[config.mk]
export PLATFORM = sky130hd
export DESIGN_NAME = xdiv_seq
export DESIGN_NICKNAME = d
export VERILOG_FILES = /design/src/rtl/xdiv_seq_pkg.sv /design/src/rtl/xdiv_seq_negc.sv /design/src/rtl/xdiv_seq.sv
export SDC_FILE = /design/constraint.sdc
export NUM_CORES = 1
export LEC_CHECK = 0
export BUFFER_PORTS_ARGS = -buffer_cell sky130_fd_sc_hd__buf_2
export CORE_UTILIZATION = 50
export CTS_CLUSTER_DIAMETER = 40
export DETAILED_ROUTE_END_ITERATION = 12
export MAX_ROUTING_LAYER = met4
export PLACE_DENSITY = 0.85
export SLEW_MARGIN = 10
export SYNTH_ARGS = -nofsm -noshare
export SYNTH_HDL_FRONTEND = slang
export SYNTH_SLANG_ARGS = --single-unit
[constraint.sdc]
create_clock -name clk -period 2.4 [get_ports clk]
set_clock_uncertainty 0.2 [all_clocks]
set_input_delay 0.72 -clock clk [delete_from_list [all_inputs] [get_ports clk]]
set_output_delay 0.72 -clock clk [all_outputs]
set_load 0.02 [all_outputs]
[src/rtl/xdiv_seq_pkg.sv]
// xdiv_seq_pkg: shared definitions for the xdiv_seq radix-2 restoring divider.
//   - xdiv_state_e : controller state encoding (2 bits)
//   - xdiv_cnt_w() : iteration counter width, $clog2(DATA_W+1)
package xdiv_seq_pkg;

  localparam int unsigned XDIV_STATE_W = 2;

  typedef enum logic [XDIV_STATE_W-1:0] {
    XDIV_IDLE = 2'd0,
    XDIV_CALC = 2'd1,
    XDIV_FIX  = 2'd2,
    XDIV_DONE = 2'd3
  } xdiv_state_e;

  // Counter must be able to hold DATA_W itself.
  function automatic int unsigned xdiv_cnt_w(input int unsigned data_w);
    return $clog2(data_w + 1);
  endfunction

endpackage

[src/rtl/xdiv_seq_negc.sv]
// xdiv_seq_negc: conditional two's-complement negate, y_c = neg ? -x : x.
// Ports:
//   neg  in  1  negate request
//   x    in  W  operand
//   y_c  out W  combinational result
module xdiv_seq_negc #(
  parameter int unsigned W = 8
) (
  input  logic         neg,
  input  logic [W-1:0] x,
  output logic [W-1:0] y_c
);

  assign y_c = neg ? (~x + W'(1)) : x;

endmodule

[src/rtl/xdiv_seq.sv]
// xdiv_seq: multi-cycle integer divider, radix-2 restoring, one quotient bit
// per clock, start/busy/done handshake.
// Build option: define XDIV_SIGNED_EN to honour sgn (two's-complement mode,
// abs/negate logic and ovf detection). Without it the divider is unsigned only,
// sgn is ignored and ovf is tied low; latency is identical.
// Ports:
//   clk, rst          clock, synchronous active-high reset
//   start             request, sampled only in IDLE
//   sgn               1 = signed operands (sampled with start)
//   dividend/divisor  DATA_W operands (sampled with start)
//   busy              high whenever not IDLE
//   done              one-cycle pulse when results are written
//   q, r              quotient / remainder, held until the next result
//   dz, ovf           divide-by-zero / signed overflow, held with results
module xdiv_seq
  import xdiv_seq_pkg::*;
#(
  parameter int unsigned DATA_W = 8
) (
  input  logic              clk,
  input  logic              rst,
  input  logic              start,
  input  logic              sgn,
  input  logic [DATA_W-1:0] dividend,
  input  logic [DATA_W-1:0] divisor,
  output logic              busy,
  output logic              done,
  output logic [DATA_W-1:0] q,
  output logic [DATA_W-1:0] r,
  output logic              dz,
  output logic              ovf
);

  localparam int unsigned CNT_W = xdiv_cnt_w(DATA_W);
  localparam int unsigned SR_W  = 2 * DATA_W;

  xdiv_state_e       state_q;
  xdiv_state_e       state_d;
  logic              busy_d;
  logic              done_d;

  logic [CNT_W-1:0]  cnt_q;
  logic [SR_W-1:0]   sr_q;       // {partial remainder, quotient}
  logic [SR_W-1:0]   sr_step;
  logic [DATA_W-1:0] dvs_q;      // divisor magnitude
  logic [DATA_W:0]   diff;
  logic [DATA_W-1:0] dvd_mag;
  logic [DATA_W-1:0] dvs_mag;
  logic [DATA_W-1:0] q_fin;
  logic [DATA_W-1:0] r_fin;
  logic              divisor_zero;

  assign divisor_zero = (divisor == '0);

`ifdef XDIV_SIGNED_EN
  logic dvd_neg;
  logic dvs_neg;
  logic ovf_det;
  logic qneg_q;
  logic rneg_q;
  logic ovf_pend_q;

  assign dvd_neg = sgn & dividend[DATA_W-1];
  assign dvs_neg = sgn & divisor[DATA_W-1];
  // Only most-negative / -1 overflows; the magnitude path then yields 2^(W-1).
  assign ovf_det = sgn & (dividend == {1'b1, {(DATA_W-1){1'b0}}}) & (divisor == '1);

  xdiv_seq_negc #(.W(DATA_W)) u_dvd_abs (.neg(dvd_neg), .x(dividend), .y_c(dvd_mag));
  xdiv_seq_negc #(.W(DATA_W)) u_dvs_abs (.neg(dvs_neg), .x(divisor),  .y_c(dvs_mag));
  xdiv_seq_negc #(.W(DATA_W)) u_q_fix   (.neg(qneg_q), .x(sr_step[DATA_W-1:0]),    .y_c(q_fin));
  xdiv_seq_negc #(.W(DATA_W)) u_r_fix   (.neg(rneg_q), .x(sr_step[SR_W-1:DATA_W]), .y_c(r_fin));
`else
  logic sgn_unused;

  assign sgn_unused = sgn;
  assign dvd_mag    = dividend;
  assign dvs_mag    = divisor;
  assign q_fin      = sr_step[DATA_W-1:0];
  assign r_fin      = sr_step[SR_W-1:DATA_W];
`endif

  // One restoring step: shift left, trial-subtract in DATA_W+1 bits.
  always_comb begin
    diff = sr_q[SR_W-1:DATA_W-1] - {1'b0, dvs_q};
    if (diff[DATA_W]) begin
      sr_step = {sr_q[SR_W-2:0], 1'b0};
    end else begin
      sr_step = {diff[DATA_W-1:0], sr_q[DATA_W-2:0], 1'b1};
    end
  end

  // State register plus registered handshake outputs.
  always_ff @(posedge clk) begin
    if (rst) begin
      state_q <= XDIV_IDLE;
      busy    <= 1'b0;
      done    <= 1'b0;
    end else begin
      state_q <= state_d;
      busy    <= busy_d;
      done    <= done_d;
    end
  end

  // Next state. CALC runs DATA_W-1 steps; FIX performs the last step together
  // with the sign fix-up so that done lands in cycle DATA_W+1.
  always_comb begin
    state_d = state_q;
    case (state_q)
      XDIV_IDLE: if (start) state_d = divisor_zero ? XDIV_DONE : XDIV_CALC;
      XDIV_CALC: if (cnt_q == CNT_W'(2)) state_d = XDIV_FIX;
      XDIV_FIX:  state_d = XDIV_DONE;
      XDIV_DONE: state_d = XDIV_IDLE;
      default:   state_d = XDIV_IDLE;
    endcase
  end

  // Handshake outputs decoded from the next state, registered above.
  always_comb begin
    busy_d = 1'b0;
    done_d = 1'b0;
    busy_d = (state_d != XDIV_IDLE);
    done_d = (state_d == XDIV_DONE);
  end

  // Datapath and result registers.
  always_ff @(posedge clk) begin
    if (rst) begin
      cnt_q      <= '0;
      sr_q       <= '0;
      dvs_q      <= '0;
      q          <= '0;
      r          <= '0;
      dz         <= 1'b0;
      ovf        <= 1'b0;
`ifdef XDIV_SIGNED_EN
      qneg_q     <= 1'b0;
      rneg_q     <= 1'b0;
      ovf_pend_q <= 1'b0;
`endif
    end else begin
      case (state_q)
        XDIV_IDLE: begin
          if (start) begin
            cnt_q <= CNT_W'(DATA_W);
            sr_q  <= {DATA_W'(0), dvd_mag};
            dvs_q <= dvs_mag;
`ifdef XDIV_SIGNED_EN
            qneg_q     <= dvd_neg ^ dvs_neg;
            rneg_q     <= dvd_neg;
            ovf_pend_q <= ovf_det;
`endif
            if (divisor_zero) begin
              q   <= '1;
              r   <= dividend;
              dz  <= 1'b1;
              ovf <= 1'b0;
            end
          end
        end
        XDIV_CALC: begin
          sr_q  <= sr_step;
          cnt_q <= cnt_q - CNT_W'(1);
        end
        XDIV_FIX: begin
          sr_q <= sr_step;
          q    <= q_fin;
          r    <= r_fin;
          dz   <= 1'b0;
`ifdef XDIV_SIGNED_EN
          ovf  <= ovf_pend_q;
`else
          ovf  <= 1'b0;
`endif
        end
        default: ;
      endcase
    end
  end

endmodule

==> metrics <==
Arr. time, crit path between 2 and 2.5 ns; Syn Nets between 300 and 400; Comb power frac 0.301; async set-reset flop share out of synthesis 0; fin crit share 0.9972; final hold vios 0; first-pass GRT wire length between 9 and 10 mm; 1st-pass router iterations 4; Switch Pwr between 600 and 700 uW; Worst-Skew Late Latency approximately 0.32 ns; Final Max Slew Viols 0; Post-synth EDFFs 0; FMAX roughly 420 MHz; Startpoint Class register; RSZ-0062 raised after global routing yes; cell area after synthesis approximately 2700 um2; Syn Area/Cell approximately 8.4 um2; max cap viols 0; Residual DRC 0; Post-CTS Hold Buffers 0; Wirelength per Cell about 14 um; initial antenna violation count 0; reg-to-reg endpoint sr_q[12]; Int Pwr between 1.5 and 2 mW; GPL Wtd Cong just under 0.9; Synth Register Bits 49; cell count after synthesis ~320; Crit. End Element register; Critical R2R Launch sr_q[7]; # IOs 40; Yosys cell types between 50 and 60; status finished clean; Cell Pwr Density between 700 and 800 nW/um2; Die ar. ~5600 um2; # setup viols final 0; Ant. Diodes 0; number of global-route vias before repair roughly 2200; LEAKAGE 1.347 nW; Worst Path Required 2.40 ns; Hold Slack 0.2674 ns; final WL 6.229 mm; I/O Buffers 37; initial DRC count about 110; CP Class register to register; Min Clock Period, post-route around 2.4 ns; H-tree depth 2; Max IR drop VDD ~0.40 mV; sequential power share 0.389; Sink Count 49; worst slew pin tran approximately 0.62 ns; Synth Warn # 0; R2R cell count 10; predominant post-synthesis flop cell dfxtp_1; Worst Hold Launch dvs_q[4]; hpwl dp approximately 4.5 mm; CTS tree done; gr usage total 0.2417; Min-Delay Endpoint dvs_q[4]; Root Buffer clkbuf_8; TritonCTS Buffers 5; CTS clk-pin slew, worst paths ~0.10 ns; hold crit path type register to register; Die X between 70 and 80 um; register area share after synthesis 0.3674; Layout area overhead 21.84%; switching share of power 0.3004; clock buffer depth 2; total power draw ~2.3 mW; Die Y-Extent ~75 um; largest net degree at the start of global routing 34; via count approximately 2400; core box area 5140 um2; vias per inst between 5 and 6; R2R setup slack between 0.006 and 0.007 ns; share of cells above drive strength 1 0.2568; Clock Power Share 0.310; Slew Limit Headroom 0.5884; Rows 26; remaining antenna violation count 0; Critical Path Fanout Max 4; initial cell density of the core 0.5195; Min-Delay Path Depth 2; Nets around 400; grt ovf 0
-- layer usage --
layer | global-route usage | vias to the layer above | part of all wire
li1 | - | 1200 | -
met1 | 0.2897 | 1126 | 0.46
met2 | 0.4004 | 56 | 0.48
met3 | 0.04016 | 11 | 0.041
met4 | 0.1027 | 0 | 0.018
met5 | - | - | 0
-- sequential cells by signal (all words and copies together) (netlist names) --
| register | cells |
|---|---|
| cnt_q | 4 |
| done | 1 |
| state_q | 2 |
| dvs_q | 8 |
| q | 8 |
| sr_q | 16 |
| r | 8 |
| dz | 1 |
| busy | 1 |
-- cell usage in the layout, fill, tap and decap left out, types with 4 or more instances in the layout --
cell / n
mux2i_1: 9
o21ai_1: 9
a211oi_1: 9
o21ai_0: 14
o21ai_2: 4
nor2_1: 35
buf_2: 37
nand2b_1: 4
a31oi_1: 5
nor3b_1: 8
clkbuf_8: 5
a311oi_1: 7
a21oi_1: 18
nand2_1: 34
dfxtp_1: 48
ha_1: 11
buf_4: 20
inv_1: 25
-- cells in the mapped netlist (2+ instances only) --
cell      instances  area share
buf_2             5      0.0094
nor3_1            3      0.0056
nor2_1           35       0.049
mux2i_1          13       0.049
nand2_1          34       0.048
nor3b_1           8       0.022
clkbuf_1          9       0.013
ha_1             13       0.061
nand3_1           3      0.0056
a311o_1           2      0.0075
xnor2_1           2      0.0066
xor2_1            2      0.0066
a311oi_1          7       0.023
a21oi_1          18       0.034
and2b_1           2      0.0056
nor2b_1           2      0.0047
dfxtp_1          49        0.37
o21ai_1          11       0.021
a31oi_1           5       0.012
nand2b_1          4      0.0094
and2_1            3      0.0070
buf_6             2      0.0084
o21ai_0          14       0.026
buf_4             2      0.0056
a211oi_1          9       0.025
mux2_4            2       0.011
a221oi_1          3      0.0098
o22ai_1           3      0.0070
inv_1            26       0.037
nor4_1            2      0.0047
o21ai_2           2      0.0066
-- logic make-up after synthesis --
family,after synthesis,synth area share
xor+xnor,4,0.01312
other cells,1,0.001404
simple gates,102,0.1804
buf+inv,45,0.07825
mux,15,0.05998
compound gates,87,0.2310
flops,49,0.3674
fa+ha+maj,14,0.06842
-- critical path: stages (launching register included) --
cell	delay, ns
dfxtp_2	0.35
inv_2	0.05
ha_4	0.15
fa_2	0.36
nor2b_4	0.17
o31ai_4	0.08
a22o_4	0.24
nor2_4	0.15
buf_6	0.18
mux2i_4	0.26
o21ai_1	0.08
-- power groups by stage --
stage          sequential [mW]  combinational, mW  clock, mW
2_1_floorplan            0.907              0.441          0
3_3_place_gp             0.910              0.558          0
3_5_place_dp             0.912              0.581          0
4_1_cts                  0.896              0.648      0.721
5_1_grt                  0.905              0.747      0.756
6_report                 0.898              0.693      0.715
-- worst max-delay path by stage --
stage	from	to
floorplan	sr_q[7]	r[2]
global route	sr_q[7]	sr_q[9]
finish	sr_q[7]	sr_q[12]
detailed placement	sr_q[7]	sr_q[14]
CTS	sr_q[7]	sr_q[9]
global placement	sr_q[7]	sr_q[8]
-- what timing repair did --
action / CTS / global route
resized for setup: 13 / 6
buffers inserted: 1 / 2
pin swaps: 14 / 4
setup endpoints to repair: 16 / 16
-- layout make-up --
| cell class | instances | area (um2) |
|---|---|---|
| fillers | 443 | 1887 |
| multi-input cells | 223 | 1570 |
| flip-flops and latches | 49 | 982.2 |
| repair buffers | 60 | 377.9 |
| inverters | 26 | 97.59 |
| well taps | 70 | 87.58 |
| clock buffers | 5 | 68.82 |
| clock inverters | 3 | 68.82 |
-- through the flow --
stage / setup TNS, ns / setup WS [ns] / instances / util / instance area [um2]
2_1_floorplan: 0 / 0.04058 / 317 / - / 2673
6_report: 0 / 0.006672 / 436 / 0.6329 / 3253
3_3_place_gp: -0.7435 / -0.09225 / 425 / 0.5830 / 2997
3_5_place_dp: -1.821 / -0.1699 / 425 / 0.5830 / 2997
4_1_cts: -0.5318 / -0.06818 / 434 / 0.6215 / 3194
5_1_grt: -0.6836 / -0.06477 / 436 / 0.6329 / 3253
(Power assumes the default switching activity.)
